===== src/rtl/mc_sequencer_pkg.sv =====
// seq_pkg: shared op encoding and defaults for the mc_sequencer program counter.
package seq_pkg;

    typedef enum logic [2:0] {
        SEQ_INC  = 3'd0,
        SEQ_JMP  = 3'd1,
        SEQ_CALL = 3'd2,
        SEQ_RTN  = 3'd3,
        SEQ_SKIP = 3'd4
    } seq_op_t;

    localparam int SEQ_DEFAULT_ADDR_WIDTH  = 8;
    localparam int SEQ_DEFAULT_STACK_DEPTH = 4;

    // A single-entry stack still needs a one-bit pointer.
    function automatic int seq_ptr_width(input int n);
        return (n > 1) ? $clog2(n) : 1;
    endfunction

endpackage


===== src/rtl/mc_sequencer_if.sv =====
// mc_sequencer_if: ICU-facing control and status bundle of the sequencer.
interface mc_sequencer_if #(
    parameter int ADDR_WIDTH  = 8,
    parameter int STACK_DEPTH = 4
);
    import seq_pkg::*;

    logic                             step;
    seq_op_t                          op;
    logic [ADDR_WIDTH-1:0]            target;
    logic                             clear_flags;
    logic [ADDR_WIDTH-1:0]            pc_out;
    logic [$clog2(STACK_DEPTH+1)-1:0] depth;
    logic                             overflow;
    logic                             underflow;
    logic                             halted;

    modport master (
        output step, op, target, clear_flags,
        input  pc_out, depth, overflow, underflow, halted
    );

    modport slave (
        input  step, op, target, clear_flags,
        output pc_out, depth, overflow, underflow, halted
    );

endinterface


===== src/rtl/mc_sequencer_return_stack.sv =====
// return_stack: circular LIFO of return addresses; a push when full overwrites the oldest entry.
module return_stack
    import seq_pkg::*;
#(
    parameter int WIDTH = 8,
    parameter int DEPTH = SEQ_DEFAULT_STACK_DEPTH
) (
    input  logic                         clk,
    input  logic                         reset,
    input  logic                         i_push,
    input  logic                         i_pop,
    input  logic [WIDTH-1:0]             i_data,
    output logic [WIDTH-1:0]             o_top,
    output logic [$clog2(DEPTH+1)-1:0]   o_count,
    output logic                         o_full,
    output logic                         o_empty
);
    localparam int PW = seq_ptr_width(DEPTH);
    localparam int CW = $clog2(DEPTH + 1);

    logic [WIDTH-1:0] r_mem [DEPTH];
    logic [PW-1:0]    r_top;
    logic [PW-1:0]    w_top_inc;
    logic [PW-1:0]    w_top_dec;
    logic [CW-1:0]    r_count;

    assign w_top_inc = (r_top == PW'(DEPTH - 1)) ? '0 : r_top + 1'b1;
    assign w_top_dec = (r_top == '0) ? PW'(DEPTH - 1) : r_top - 1'b1;
    assign o_full    = (r_count == CW'(DEPTH));
    assign o_empty   = (r_count == '0);
    assign o_count   = r_count;
    assign o_top     = r_mem[r_top];

    always_ff @(posedge clk or posedge reset) begin
        if (reset) begin
            r_top   <= '0;
            r_count <= '0;
        end else if (i_push) begin
            r_top   <= w_top_inc;
            r_count <= o_full ? r_count : r_count + 1'b1;
        end else if (i_pop) begin
            r_top   <= w_top_dec;
            r_count <= r_count - 1'b1;
        end
    end

    // Contents are don't-care after reset, so the storage carries no reset.
    always_ff @(posedge clk) begin
        if (i_push) r_mem[w_top_inc] <= i_data;
    end

endmodule


===== src/rtl/mc_sequencer.sv =====
// mc_sequencer: program counter with CALL/RTN return stack, SKIP, step enable and sticky stack-error flags.
// Optional MC_SEQ_HALT_ON_SELF_JMP_EN: a self-jump latches halted and freezes the sequencer until reset.
module mc_sequencer
    import seq_pkg::*;
#(
    parameter int ADDR_WIDTH  = SEQ_DEFAULT_ADDR_WIDTH,
    parameter int STACK_DEPTH = SEQ_DEFAULT_STACK_DEPTH
) (
    input  logic         clk,
    input  logic         reset,
    mc_sequencer_if.slave bus
);
    localparam int DW = $clog2(STACK_DEPTH + 1);

    logic [ADDR_WIDTH-1:0] r_pc;
    logic [ADDR_WIDTH-1:0] w_pc_nxt;
    logic [ADDR_WIDTH-1:0] w_top;
    logic [DW-1:0]         w_count;
    logic                  w_adv;
    logic                  w_call;
    logic                  w_rtn;
    logic                  w_pop;
    logic                  w_full;
    logic                  w_empty;
    logic                  w_halted;
    logic                  r_overflow;
    logic                  r_underflow;

    assign w_adv  = bus.step & ~w_halted;
    assign w_call = w_adv & (bus.op == SEQ_CALL);
    assign w_rtn  = w_adv & (bus.op == SEQ_RTN);
    assign w_pop  = w_rtn & ~w_empty;

    // Undefined encodings and an RTN on an empty stack fall through to pc+1.
    always_comb begin
        w_pc_nxt = (bus.op == SEQ_JMP || bus.op == SEQ_CALL) ? bus.target :
                   w_pop                                     ? w_top :
                   (bus.op == SEQ_SKIP)                      ? r_pc + ADDR_WIDTH'(2) :
                                                               r_pc + 1'b1;
    end

    return_stack #(
        .WIDTH (ADDR_WIDTH),
        .DEPTH (STACK_DEPTH)
    ) u_stack (
        .clk     (clk),
        .reset   (reset),
        .i_push  (w_call),
        .i_pop   (w_pop),
        .i_data  (r_pc + 1'b1),
        .o_top   (w_top),
        .o_count (w_count),
        .o_full  (w_full),
        .o_empty (w_empty)
    );

    always_ff @(posedge clk or posedge reset) begin
        if (reset) r_pc <= '0;
        else if (w_adv) r_pc <= w_pc_nxt;
    end

    // Flags clear regardless of step; a same-edge set wins over the clear.
    always_ff @(posedge clk or posedge reset) begin
        if (reset) begin
            r_overflow  <= 1'b0;
            r_underflow <= 1'b0;
        end else begin
            r_overflow  <= (w_call & w_full) | (r_overflow & ~bus.clear_flags);
            r_underflow <= (w_rtn & w_empty) | (r_underflow & ~bus.clear_flags);
        end
    end

`ifdef MC_SEQ_HALT_ON_SELF_JMP_EN
    logic r_halted;
    always_ff @(posedge clk or posedge reset) begin
        if (reset) r_halted <= 1'b0;
        else r_halted <= r_halted | (w_adv & (bus.op == SEQ_JMP) & (bus.target == r_pc));
    end
    assign w_halted = r_halted;
`else
    assign w_halted = 1'b0;
`endif

    assign bus.pc_out    = r_pc;
    assign bus.depth     = w_count;
    assign bus.overflow  = r_overflow;
    assign bus.underflow = r_underflow;
    assign bus.halted    = w_halted;

endmodule


===== src/flat_wrapper.sv =====
// flat-port wrapper written by rule: the top's interface ports become plain ports
module mc_sequencer_flat import seq_pkg::*;
#(
    parameter int ADDR_WIDTH  = SEQ_DEFAULT_ADDR_WIDTH,
    parameter int STACK_DEPTH = SEQ_DEFAULT_STACK_DEPTH
)
  (clk, reset, bus_step, bus_op, bus_target, bus_clear_flags, bus_pc_out, bus_depth, bus_overflow, bus_underflow, bus_halted);
  mc_sequencer_if #(.ADDR_WIDTH(ADDR_WIDTH), .STACK_DEPTH(STACK_DEPTH)) bus_i ();
  input  logic clk;
  input  logic reset;
  input wire logic [$bits(bus_i.step)-1:0] bus_step;
  input wire logic [$bits(bus_i.op)-1:0] bus_op;
  input wire logic [$bits(bus_i.target)-1:0] bus_target;
  input wire logic [$bits(bus_i.clear_flags)-1:0] bus_clear_flags;
  output wire logic [$bits(bus_i.pc_out)-1:0] bus_pc_out;
  output wire logic [$bits(bus_i.depth)-1:0] bus_depth;
  output wire logic [$bits(bus_i.overflow)-1:0] bus_overflow;
  output wire logic [$bits(bus_i.underflow)-1:0] bus_underflow;
  output wire logic [$bits(bus_i.halted)-1:0] bus_halted;
  assign bus_i.step = bus_step;
  assign bus_i.op = bus_op;
  assign bus_i.target = bus_target;
  assign bus_i.clear_flags = bus_clear_flags;
  assign bus_pc_out = bus_i.pc_out;
  assign bus_depth = bus_i.depth;
  assign bus_overflow = bus_i.overflow;
  assign bus_underflow = bus_i.underflow;
  assign bus_halted = bus_i.halted;
  mc_sequencer #(.ADDR_WIDTH(ADDR_WIDTH), .STACK_DEPTH(STACK_DEPTH)) u_core (.clk(clk), .reset(reset), .bus(bus_i));
endmodule

===== config.mk =====
export PLATFORM = sky130hd
export DESIGN_NAME = mc_sequencer_flat
export DESIGN_NICKNAME = d
export VERILOG_FILES = /design/src/rtl/mc_sequencer_pkg.sv /design/src/rtl/mc_sequencer_if.sv /design/src/rtl/mc_sequencer_return_stack.sv /design/src/rtl/mc_sequencer.sv /design/src/flat_wrapper.sv
export SDC_FILE = /design/constraint.sdc
export NUM_CORES = 1
export LEC_CHECK = 0
export ABC_CLOCK_PERIOD_IN_PS = 4150
export CAP_MARGIN = 10
export CORE_MARGIN = 1
export CORE_UTILIZATION = 40
export DETAILED_ROUTE_END_ITERATION = 7
export GPL_TIMING_DRIVEN = 0
export SLEW_MARGIN = 20
export SYNTH_ARGS = -nofsm -noshare
export SYNTH_HDL_FRONTEND = slang
export SYNTH_SLANG_ARGS = --single-unit

===== constraint.sdc =====
create_clock -name clk -period 4.15 [get_ports clk]
set_input_delay 1.0375 -clock clk [delete_from_list [all_inputs] [get_ports clk]]
set_output_delay 1.0375 -clock clk [all_outputs]
set_load 0.02 [all_outputs]

==> out/metrics.yaml, run 1 <==
status: "completed"
ant_nets: 0
yosysTopAreaCell: "edfxtp_1"
ys_ff_latch: 47
synth_compound_gate_area_share_pct: 9.841
root_buffer: "clkbuf_8"
grt_usage_pct: 17.26
hold_slack_ns: 0.5340
area_growth_syn_to_layout_pct: 17.15
drive_gt1_share_pct: 10.13
instances_no_fill: 312
peakVddDrop_mv: 0.1857
drc_errors: 0
cpLargestDelayFamily: "simple AND/OR/NAND/NOR gates"
critical_path_class: "primary input to register"
start_kind: "primary input"
slew_headroom_pct: 58.94
synthMuxAreaShare_pct: 8.350
syn-num-nets: 229
cp_num_buf_inv: 2
numPortBuffers: 24
cts_inserted_buffers: 5
antenna_cells: 0
wl_per_cell_um: 16.28
finClkSkew_ns: 0.01170
synthXorXnorAreaFrac_pct: 3.827
grt_max_degree: 19
crit_slowest_cell: "fa_1"
tns_ns: 0
crit_fanout: 9
yosys.area_share.simple_pct: 15.46
cts.path.max_buffers: 2
synth_cells: 205
synth_cell_types: 47
grt_antenna_before_repair: 0
gr-total-overflow: 0
min_period_ns: 2.837
place_congestion: 0.7419
postCtsSetupBuffers: 0
endpoint_kind: "register"
place_area_um2: 2851
synth_top_family_by_area: "simple AND/OR/NAND/NOR gates"
die_h_um: 81.33
grt_pass1_vias: 1580
avgSynthCellArea_um2: 12.28
required_ns: 4.38
hold_viol_final: 0
ctsResizeCount: 0
fin_crit_sh_pct: 68.36
final_cell_area_um2: 2949
wirelength_um: 5080
path_clk_slew_ns: 0.09
cts_tree: "done"
die_w_um: 81.33
synthAdderAreaFrac_pct: 4.771
hpwl_um: 3691
core_um2: 5991
rows: 28
p_leak_nw: 1.102
cp_cell_sequence: "buf_2 -> nand2_1 -> or2_2 -> nor2_2 -> inv_1 -> fa_1 -> nand2b_1 -> o21ai_0 -> a21oi_1 -> a31oi_1"
arrival_ns: 3.07
io-pin-count: 29
first_pass_iters: 4
dieArea_um2: 6615
ys_warn_count: 0
hp-class: "register to register"
grt_pass1_wl_um: 8204
synth.area.top_cells: "edfxtp_1, dfrtp_1, mux4_1"
fmax_mhz: 352.5
multi_input_area_um2: 1067
cts_hold_buffers: 0
start_util_pct: 42.02
critPathMaxStageDelay_ns: 0.42
ff_latch_area_um2: 1336
finalMaxSlewViolations: 0
drtIter0Drc: 64
setup_viol: 0
dp.cells: 304
power.density_nw_per_um2: 538.2
viasPerCell: 5.247
cts_sinks: 47
clk_latency_ns: 0.31
tightest_slew_ns: 0.6152
rsz0062_at_grt: "no"
cts_max_level: 2
cap_viol_max_count: 0
syn_area_um2: 2517
via_count: 1637
fillers: 533
nets: 260
yosys.area.top_type_share_pct: 38.17
ys_seq_area_share_pct: 53.08
-- placed cells by master, fill, tap and decap left out, drive strengths merged, types with 10 or more instances in the layout --
cell type and count:
clkdlybuf4s50 24, o21ai 18, nor2 14, edfxtp 32
dfrtp 15, clkbuf 10, xnor2 10, nand2 16
inv 12
-- worst paths after layout --
check | end | slack [ns] | startpoint | depth (start not counted)
worst max-delay path | u_core.u_stack.o_count[2]$_DFFE_PP0P_ | 1.31 | bus_step | 10
worst min-delay path | u_core.bus.underflow$_DFF_PP0_ | 0.53 | u_core.bus.underflow$_DFF_PP0_ | 2
worst max register to register | u_core.bus.pc_out[2]$_DFFE_PP0P_ | 2.12 | u_core.bus.pc_out[0]$_DFFE_PP0P_ | 5
worst min register to register | u_core.bus.underflow$_DFF_PP0_ | 0.53 | u_core.bus.underflow$_DFF_PP0_ | 2
max in group asynchronous | u_core.u_stack.o_count[1]$_DFFE_PP0P_ | 2.66 | reset | 2
min in group asynchronous | u_core.bus.pc_out[6]$_DFFE_PP0P_ | 1.10 | reset | 2
-- layout make-up --
cell class,instances,area share [%]
Inverter,9,1.146
Buffer,13,2.715
Clock buffer,5,2.333
Timing Repair Buffer,24,8.146
Sequential cell,47,45.31
Clock inverter,3,0.9758
Tap cell,75,3.182
Multi-Input combinational cell,136,36.19
-- per-layer routing --
layer | global-route usage (%) | vias to the layer above | share of wire (%)
met4 | 5.357 | 0 | 0.63
met2 | 26.92 | 28 | 47
met3 | 3.708 | 4 | 2.7
met5 | 0 | - | 0
li1 | - | 814 | -
met1 | 23.88 | 791 | 50
-- through the flow --
step,total power [W],utilization (%),worst slack [ns]
detailed placement,0.001298,47.60,0.9750
floorplan,0.001089,-,1.294
global placement,0.001288,47.60,1.018
CTS,0.001604,49.23,1.304
finish,0.001587,49.23,1.313
global route,0.001694,49.23,1.135
-- registers in the layout (all words and copies together), names as in the netlist --
signal	cells
u_core.bus.pc_out	8
u_core.bus.underflow	1
u_core.u_stack.o_count	3
u_core.bus.overflow	1
u_core.u_stack.r_mem	32
u_core.u_stack.r_top	2
-- synthesized netlist by cell type (all sizes together) --
master   instances
and3             2
conb             1
nor2            14
nand4b           1
and2             5
o31ai            3
inv              9
o221ai           1
or4              2
nor2b            4
xor2             1
nand3            5
nand2b           3
or2              3
nor3             5
mux4             8
a21oi            3
ha               8
dfrtp           15
nand2           16
o22a             1
o311ai           1
or3              1
o211ai           2
nor3b            2
o2bb2ai          1
nand4            2
a221oi           1
clkbuf           5
or3b             1
buf              8
a31oi            6
o22ai            3
xnor2           10
edfxtp          32
or4b             1
fa               1
o21ai           18
-- cells by family (layout without fill, tap and decap cells) --
family	count (synthesis)	count (layout)
and+or+nand+nor	67	67
DFF	47	47
AOI/OAI and AO/OA	40	40
buffers and inverters	22	54
xor gates and xnor gates	11	11
adders and majority gates	9	9
muxes	8	8
other	1	1
-- worst min-delay path: cells and delay by family (launching register included) --
family	cells	cell delay (ns)
compound gates	1	0.06
buf+inv	1	0.05
flops	1	0.38
-- report_power, final --
group	total, W	internal [W]	switching (W)
combinational	0.000601	0.000286	0.000314
sequential	0.000685	0.000601	0.0000838
clock	0.000302	0.000127	0.000174
Note: power is estimated with default switching activity, not from simulation.
==> run 2: changes to the inputs <==
ABC_CLOCK_PERIOD_IN_PS = 2800   (was 4150)
clock period = 2.8 ns   (was 4.15 ns; I/O delays follow)
==> results of run 2 <==
Same layout as run 1 (identical final DEF). Status: completed.
Among the figures that moved: setup slack after placement 0.9750 ns -> -0.03749 ns; setup slack after layout 1.313 ns -> 0.3004 ns; register-to-register setup slack 2.12 ns -> 0.77 ns; total power 0.001587 W -> 0.002352 W; worst IR drop on VDD 0.1857 mV -> 0.2752 mV
